## src/rtl/xor_stream_checksum.sv

```systemverilog
// Framed XOR checksum with valid/ready handshakes on both sides.
// Generate mode emits the fold; check mode flags a nonzero fold.
module xor_stream_checksum #(
  parameter  int WIDTH   = 8,
  parameter  int MAX_LEN = 16,
  localparam int LEN_W   = $clog2(MAX_LEN + 1)
) (
  input  logic             clk,
  input  logic             rst,
  input  logic             in_valid,
  output logic             in_ready,
  input  logic [WIDTH-1:0] in_data,
  input  logic             in_last,
  input  logic             mode,
  output logic             out_valid,
  input  logic             out_ready,
  output logic [WIDTH-1:0] out_xor,
  output logic             out_parity,
  output logic [LEN_W-1:0] out_len,
  output logic             out_err
);

  typedef enum logic [1:0] {
    IDLE  = 2'd0,
    ACCUM = 2'd1,
    HOLD  = 2'd2
  } state_t;

  state_t           state;
  logic [WIDTH-1:0] acc;
  logic [LEN_W-1:0] len;
  logic             ovf;
  logic             mode_q;

  logic             accept;
  logic             first;
  logic             full;
  logic [WIDTH-1:0] nxt_acc;
  logic [LEN_W-1:0] nxt_len;
  logic             nxt_ovf;
  logic             nxt_mode;

  assign in_ready  = ~rst & (state != HOLD);
  assign out_valid = (state == HOLD);
  assign accept    = in_valid & in_ready;

  // The first word of a frame reseeds the fold instead of extending it.
  always_comb begin
    first    = (state == IDLE);
    full     = (len == LEN_W'(MAX_LEN));
    nxt_acc  = first ? in_data : (acc ^ in_data);
    nxt_len  = len;
    nxt_ovf  = ovf | full;
    nxt_mode = mode_q;
    if (first) begin
      nxt_len  = LEN_W'(1);
      nxt_ovf  = 1'b0;
      nxt_mode = mode;
    end else if (!full) begin
      nxt_len = len + LEN_W'(1);
    end
  end

  always_ff @(posedge clk) begin
    if (rst) begin
      state      <= IDLE;
      acc        <= '0;
      len        <= '0;
      ovf        <= 1'b0;
      mode_q     <= 1'b0;
      out_xor    <= '0;
      out_parity <= 1'b0;
      out_len    <= '0;
      out_err    <= 1'b0;
    end else begin
      unique case (state)
        IDLE, ACCUM: begin
          if (accept) begin
            acc    <= nxt_acc;
            len    <= nxt_len;
            ovf    <= nxt_ovf;
            mode_q <= nxt_mode;
            if (in_last) begin
              state      <= HOLD;
              out_xor    <= nxt_acc;
              out_parity <= ^nxt_acc;
              out_len    <= nxt_len;
              out_err    <= nxt_ovf | (nxt_mode & (|nxt_acc));
            end else begin
              state <= ACCUM;
            end
          end
        end
        HOLD: begin
          if (out_ready) state <= IDLE;
        end
        default: state <= IDLE;
      endcase
    end
  end

endmodule
```

## config.mk

```make
export PLATFORM = sky130hd
export DESIGN_NAME = xor_stream_checksum
export DESIGN_NICKNAME = d
export VERILOG_FILES = /design/src/rtl/xor_stream_checksum.sv
export SDC_FILE = /design/constraint.sdc
export NUM_CORES = 1
export LEC_CHECK = 0
export ABC_CLOCK_PERIOD_IN_PS = 2900
export BUFFER_PORTS_ARGS = -buffer_cell sky130_fd_sc_hd__buf_2
export CORE_MARGIN = 5
export CORE_UTILIZATION = 28
export DETAILED_ROUTE_END_ITERATION = 7
export GPL_TIMING_DRIVEN = 0
export HOLD_SLACK_MARGIN = 0.08
export MAX_ROUTING_LAYER = met4
export SLEW_MARGIN = 20
export SYNTH_ARGS = -nofsm -noshare
export SYNTH_HDL_FRONTEND = slang
export SYNTH_SLANG_ARGS = --single-unit
```

## constraint.sdc

```tcl
create_clock -name clk -period 2.9 [get_ports clk]
set_input_delay 0.145 -clock clk [delete_from_list [all_inputs] [get_ports clk]]
set_output_delay 0.145 -clock clk [all_outputs]
set_load 0.02 [all_outputs]
```

Yosys cells after proc, flatten, opt, wreduce, memory -nomap -nowiden --
Index checks and enable logic that the tools add are counted.
Storage, ports and cells: memories kept 0, memory bits (writable) 0, latch bits 0, input port bits 14, ROM bits 0, logic and storage cells 39, output and inout bits 17, register bits 32
Cells by class: add/subtract/negate cells 1, multipliers 0, reductions and logical operators 7, mux-type cells 9, eq/ne operators 6, shift-type cells 0, order comparisons 0, bitwise logic cells 7, div/mod/pow operators 0
Operator list (count):
- 2-to-1 mux 5 bit | 2
- 2-to-1 mux 8 bit | 1
- OR reduction 8 bit | 1
- XOR reduction 8 bit | 1
- bitwise XOR 8 bit | 1
- 2-to-1 mux 2 bit | 3
- adder 5 x 1 -> 5 bit, second input constant | 1
- == test 5 bit, second input constant | 1
- != test 2 bit, second input constant | 2
- one-hot mux 2 bit (2 select lines) | 1
- AND reduction 2 bit | 2
- bitwise AND 1 bit | 3
- AND reduction 3 bit | 1
- == test 2 x 1 -> 1 bit, second input constant | 1
- == test 2 bit, second input constant | 1
- zero test 2 bit | 1
- 2-to-1 mux 1 bit | 2
- != test 2 x 1 -> 1 bit, second input constant | 1
- OR 1 bit | 2
- OR reduction 2 bit | 1
- NOT 1 bit | 1

Depth between registers and ports, before layout --
Gate-level depths: netlist (run 1).
depth in word-level cells 5, depth in mapped cells 8, depth with buffers taken out 6

Worst setup path before layout (run 1) --
Ideal clock, no wire load.
kind register -> register, start register state[0], end register out_parity, period minus slack after synthesis 1805 ps, cell stages (with the launch flop) 9, buffers on the path 2, required time 2820 ps, library setup time 80 ps, arrival 1725 ps, path slack 1095 ps, cell sequence dfxtp_1 buf_4 clkbuf_2 o21ai_0 xor2_1 ha_1 xor2_1 xnor2_1 a211oi_2
On the way: longest elaborated chain between the ends 4, elaborated cells between the ends (all ways) 9, those cells by class eq/ne: 2; mux: 1; bitwise: 2; reduce/logical: 4
RTL lines:
- from (decl) | RTL line 29 | state_t state;
- from (signal assigned) | RTL line 66 | state <= IDLE;
- from (signal assigned) | RTL line 84 | state <= HOLD;
- from (signal assigned) | RTL line 90 | state <= ACCUM;
- != test 2 bit | RTL line 43 | assign in_ready = ~rst & (state != HOLD);
- bitwise AND 1 bit | RTL line 43
- bitwise AND 1 bit | RTL line 45 | assign accept = in_valid & in_ready;
- AND reduction 3 bit (no line)
- to (signal assigned) | RTL line 86 | out_parity <= ^nxt_acc;
- to (decl) | RTL line 18 | output logic out_parity,
Parallel ways exist; a longest one is shown, timed or not. A chain may end at the register's enable or synchronous reset.

Worst setup path after layout (run 1) --
Ends and elaborated chain as after synthesis.

==> flow_metrics.tcl, run 1 <==
set metrics [dict create \
    vias_per_cell 4.86 \
    antenna_found_initial 0 \
    rsz0062_at_grt "false" \
    max_slew_margin 0.608 \
    clock-sinks 32 \
    grt_use_total 0.120 \
    ys_ff_latch 32 \
    die_height_um 90.4 \
    ys_types 41 \
    via_count 1578 \
    report.final.hold_viol_count 0 \
    yosysTopAreaCell "dfxtp_1" \
    cts_setup_buffers 0 \
    yosysSeqAreaShare 0.354 \
    portBuffers 30 \
    syn_avg_cell_area_um2 8.62 \
    tightest_slew_ns 0.588 \
    fillCellCount 682 \
    dp_slack_ns 0.789 \
    boundaryPins 31 \
    clock_skew_ns 0.0105 \
    clockBufferDepth 2 \
    netlist_area_mm2 0.00181 \
    clkTransAtPathRegs_ns 0.07 \
    synth_fa_ha_area_frac 0.0415 \
    critPathKind "flip-flop to flip-flop" \
    postCtsResizedCells 0 \
    synthMuxAreaShare 0.0117 \
    antenna_cells 0 \
    cts_tree "yes" \
    setup_viol 0 \
    power.density_mw_per_mm2 510 \
    final_cell_mix "buf_2 (34), dfxtp_1 (32), o21ai_0 (30)" \
    die-area_mm2 0.00817 \
    synthArstFlopShare 0 \
    drt-total-wl_mm 4.53 \
    synth_cells 210 \
    finalCritPeriodShare 0.739 \
    synth_compound_area_frac 0.232 \
    slew_violations 0 \
    crit_arrival_ns 2.35 \
    ys.flop_type "dfxtp_1" \
    drc 0 \
    fin_util 0.343 \
    min_period_ns 2.14 \
    synth_top_family_by_area "simple AND/OR/NAND/NOR gates" \
    cts-root-buf "clkbuf_8" \
    yosys-top-cells-area "dfxtp_1 (35%), o21ai_0 (8.3%), nor2b_1 (7.6%)" \
    grt_max_degree 11 \
    routedWlPerCell_um 13.9 \
    synth_top_cell_area_share 0.354 \
    place_congestion 0.709 \
    setup_ws_ns 0.757 \
    grt_pass1_wl_mm 7.79 \
    p_leak_uw 0.000822 \
    grt_overflow 0 \
    cts_inserted_buffers 5 \
    synth_nets 230 \
    dp_hpwl_mm 3.34 \
    final_nets 267 \
    critPathRequiredTime_ns 3.11 \
    firstDrtPassIters 4 \
    postRouteAntennaNets 0 \
    drive_above_1_share 0.222 \
    final_common_cell "buf_2" \
    ir_drop_mv 0.234 \
    ys_warn_count 0 \
    max_cap_viol_count 0 \
    dieWidth_um 90.4 \
    clk_latency_ns 0.28 \
    h-tree-depth 2 \
    drt_iter0_drc 79 \
    synth_simple_gate_area_frac 0.232 \
    synthToLayoutAreaGrowth_pct 19.6 \
    initial_core_util 0.287 \
    crit_fanout 10 \
    max_freq_mhz 467 \
    synth_edf_count 0 \
    setup_tns_ns 0 \
    hold_class "input pin to flip-flop" \
    synth_xor_area_frac 0.0629 \
    seqCellArea_um2 641 \
    multi_input_area_mm2 0.00105 \
    end_kind "flip-flop" \
    core-area_mm2 0.00631 \
    cts.hold.buffers_added 0 \
    status "finished clean" \
    cp-start-kind "flip-flop" \
    first_global_vias 1580 \
    rows 29 \
]
## logic make-up after synthesis
group                      Yosys count
xor gates and xnor gates            13
muxes                                2
DFF                                 32
adders and majority gates            6
and+or+nand+nor                     69
AOI/OAI and AO/OA                   66
buffers and inverters               22
## final cells by class
type,count,area share
Buffer,18,0.0480
Clock inverter,2,0.0162
Multi-Input combinational cell,156,0.486
Timing Repair Buffer,30,0.0694
Sequential cell,32,0.296
Inverter,4,0.00694
Clock buffer,6,0.0335
Tap cell,77,0.0445
## cells in the mapped netlist (2+ instances only)
| cell | count |
|---|---|
| dfxtp_1 | 32 |
| o21ai_0 | 30 |
| nor2b_1 | 22 |
| a21oi_1 | 15 |
| nor2_1 | 12 |
| nor3b_1 | 11 |
| xor2_1 | 11 |
| clkbuf_1 | 7 |
| a211oi_2 | 6 |
| ha_1 | 6 |
| a211oi_1 | 5 |
| nand2_1 | 5 |
| nand3b_1 | 5 |
| buf_2 | 4 |
| inv_1 | 4 |
| nand3_1 | 4 |
| buf_4 | 3 |
| nand2b_1 | 3 |
| o32ai_1 | 2 |
| xnor2_1 | 2 |
## worst max-delay path: stages, from the launching register on
cell and delay (ns):
dfxtp_1 0.31, buf_4 0.16, clkbuf_2 0.21, o21ai_0 0.24, xor2_1 0.33, ha_1 0.31
xor2_1 0.17, xnor2_1 0.14, a211oi_2 0.21
## per-layer routing
layer  routed length, um  GRT usage  vias to the layer above
met2                1970      0.172                       32
li1                    -          -                      816
met3                 177     0.0308                        5
met5                   0          -                        -
met4                  48     0.0372                        0
met1                2330      0.164                      725
## state kept, by name (all words and copies together) (netlist names)
name,flops
len,5
out_xor,8
ovf,1
out_err,1
out_parity,1
mode_q,1
out_len,5
state,2
acc,8
## through the flow
step | hold slack (ns) | cells | power [uW] | area [um2]
final | 0.130 | 325 | 1100 | 2160
after global routing | 0.119 | 325 | 1170 | 2160
after CTS | 0.116 | 325 | 1120 | 2160
after detailed placement | 0.415 | 317 | 689 | 2060
after global placement | 0.416 | 317 | 688 | 2060
after floorplan | 0.259 | 210 | 628 | 1810
## where the power goes
part	total, uW	internal (uW)	switching [uW]	leakage, uW
combinational	204	83.5	121	0.000506
clock	424	255	169	0.0000552
sequential	475	461	13.9	0.000261
total	1100	800	304	0.000822
## final timing paths
kind	start	endpoint	slack (ns)	depth (start not counted)
max reg2reg	state[0]	out_parity	0.76	8
min reg2reg	out_len[1]	out_len[1]	0.46	2
min	mode	mode_q	0.13	3
max	state[0]	out_parity	0.76	8
Power figures use the tool's default switching activity.
==> run 2, diff against run 1 <==
--- a/config.mk
+++ b/config.mk
@@ -5,7 +5,7 @@
 export SDC_FILE = /design/constraint.sdc
 export NUM_CORES = 1
 export LEC_CHECK = 0
-export ABC_CLOCK_PERIOD_IN_PS = 2900
+export ABC_CLOCK_PERIOD_IN_PS = 1730
 export BUFFER_PORTS_ARGS = -buffer_cell sky130_fd_sc_hd__buf_2
 export CORE_MARGIN = 5
 export CORE_UTILIZATION = 28
==> constraint.sdc (replaced) <==
create_clock -name clk -period 1.73 [get_ports clk]
set_input_delay 0.0865 -clock clk [delete_from_list [all_inputs] [get_ports clk]]
set_output_delay 0.0865 -clock clk [all_outputs]
set_load 0.02 [all_outputs]
==> flow_metrics.tcl, run 2 (same netlist as run 1, synthesis figures left out) <==
set metrics [dict create \
    status "complete, but fails checks" \
    violations "negative setup slack" \
    max_cap_viol_count 0 \
    cts_inserted_buffers 5 \
    synthToLayoutAreaGrowth_pct 29.8 \
    crit_arrival_ns 2.01 \
    final_cell_mix "buf_2 (33), dfxtp_1 (30), o21ai_0 (24)" \
    clockBufferDepth 2 \
    first_global_vias 1578 \
    drt_iter0_drc 97 \
    hold_path_end "acc[0]" \
    final_common_cell "buf_2" \
    cp-start-kind "flip-flop" \
    finalCritPeriodShare 1.04 \
    clkTransAtPathRegs_ns 0.07 \
    end_kind "flip-flop" \
    via_count 1672 \
    dp_slack_ns -0.284 \
    postRouteAntennaNets 0 \
    vias_per_cell 4.95 \
    setup_ws_ns -0.0646 \
    power.density_mw_per_mm2 771 \
    whs_path_depth 3 \
    r2r_start "state[1]" \
    clk_latency_ns 0.29 \
    drc 0 \
    worstPathCellList "clkbuf_2, o21ai_1, xor2_1, ha_1, xor2_1, xnor2_1, a211oi_2" \
    hold_class "input pin to flip-flop" \
    h-tree-depth 2 \
    firstDrtPassIters 4 \
    min_period_ns 1.79 \
    crit_buf_inv 1 \
    die-area_mm2 0.00817 \
    grt_pass1_wl_mm 8.05 \
    routedWlPerCell_um 14.4 \
    place_congestion 0.759 \
    cts-root-buf "clkbuf_8" \
    portBuffers 30 \
    boundaryPins 31 \
    setup_viol 1 \
    timing.critical_path.slowest_cell_delay_ns 0.38 \
    fillCellCount 660 \
    die_height_um 90.4 \
    rsz0062_at_grt "true" \
    r2r_end "out_parity" \
    clock_skew_ns 0.00314 \
    crit_slowest_cell "dfxtp_4" \
    critPathMostFrequentCell "xor2_1" \
    grt_max_degree 11 \
    r2r_slack_ns -0.06 \
    final_nets 280 \
    critPathKind "flip-flop to flip-flop" \
    slew_violations 0 \
    clock-sinks 32 \
    max_slew_margin 0.614 \
    tightest_slew_ns 0.579 \
    dp_hpwl_mm 3.43 \
    grt_overflow 0 \
    crit_fanout 6 \
    reg2reg_depth 7 \
    grt_use_total 0.125 \
    reg_top3 "acc: 8 flops, out_xor: 8 flops" \
    core-area_mm2 0.00631 \
    setup_tns_ns -0.0646 \
    antenna_cells 0 \
    antenna_found_initial 0 \
    report.final.hold_viol_count 0 \
    rows 29 \
    max_freq_mhz 557 \
    cp_top_family "XOR/XNOR gates" \
    p_leak_uw 0.000893 \
    dieWidth_um 90.4 \
    drive_above_1_share 0.276 \
    ir_drop_mv 0.503 \
    drt-total-wl_mm 4.88 \
    cts_tree "yes" \
    initial_core_util 0.287 \
    critPathRequiredTime_ns 1.94 \
    min_from "in_data[0]" \
]
-- run 2: changes by cell type in the layout (fill, tap and decap cells not counted), sizes merged --
| cell | before | now |
|---|---|---|
| clkbuf | 14 | 17 |
| bufinv | 1 | 0 |
| buf | 40 | 49 |
| dlygate4sd3 | 0 | 3 |
| clkinv | 1 | 0 |
-- run 2: report_power, final --
group / total [uW] / switching [uW] / internal [uW]
clock: 609 / 284 / 324
sequential: 806 / 33.2 / 773
combinational: 398 / 215 / 183
-- run 2: worst min-delay path, stage by stage --
cell	delay, ns
buf_2	0.12
o21ai_0	0.07
a21oi_1	0.06
-- run 2: routing by layer --
| metal | share of wire | GRT usage |
|---|---|---|
| met1 | 0.50 | 0.165 |
| met2 | 0.43 | 0.177 |
| met3 | 0.053 | 0.0367 |
| met4 | 0.016 | 0.0533 |
| met5 | 0 | - |
-- run 2: stage by stage --
step / util / power (uW) / hold slack [ns] / area, um2 / std cells
2_1_floorplan: - / 1060 / 0.201 / 1830 / 210
3_3_place_gp: 0.328 / 1160 / 0.350 / 2070 / 317
4_1_cts: 0.370 / 1820 / 0.0923 / 2330 / 336
5_1_grt: 0.372 / 1890 / 0.111 / 2350 / 338
3_5_place_dp: 0.328 / 1160 / 0.358 / 2070 / 317
6_report: 0.372 / 1810 / 0.0908 / 2350 / 338
-- run 2: repair_timing --
item | CTS | global route
pin swaps | 10 | 8
buffers inserted | 8 | 4
setup endpoints to repair | 2 | 1
hold buffers | 3 | 0
endpoints found under the hold margin | 3 | 0
gates resized for setup | 13 | 5
gates cloned | 0 | 0
-- run 2: layout make-up --
class | instances | area [um2] | area share
Clock buffer | 8 | 90.1 | 0.0383
Tap cell | 77 | 96.3 | 0.0410
Inverter | 4 | 15.0 | 0.00639
Buffer | 16 | 120 | 0.0511
Timing Repair Buffer | 45 | 280 | 0.119
Multi-Input combinational cell | 156 | 1100 | 0.468
Sequential cell | 32 | 648 | 0.276
-- run 2: worst max-delay path by stage --
stage	startpoint	slack, ns	depth (start not counted)	endpoint
after global routing	state[1]	-0.15	7	out_parity
after global placement	state[0]	-0.27	8	out_parity
final	state[1]	-0.06	7	out_parity
after floorplan	state[0]	0.002	8	out_parity
after detailed placement	state[0]	-0.28	8	out_parity
after CTS	state[0]	-0.08	8	out_parity
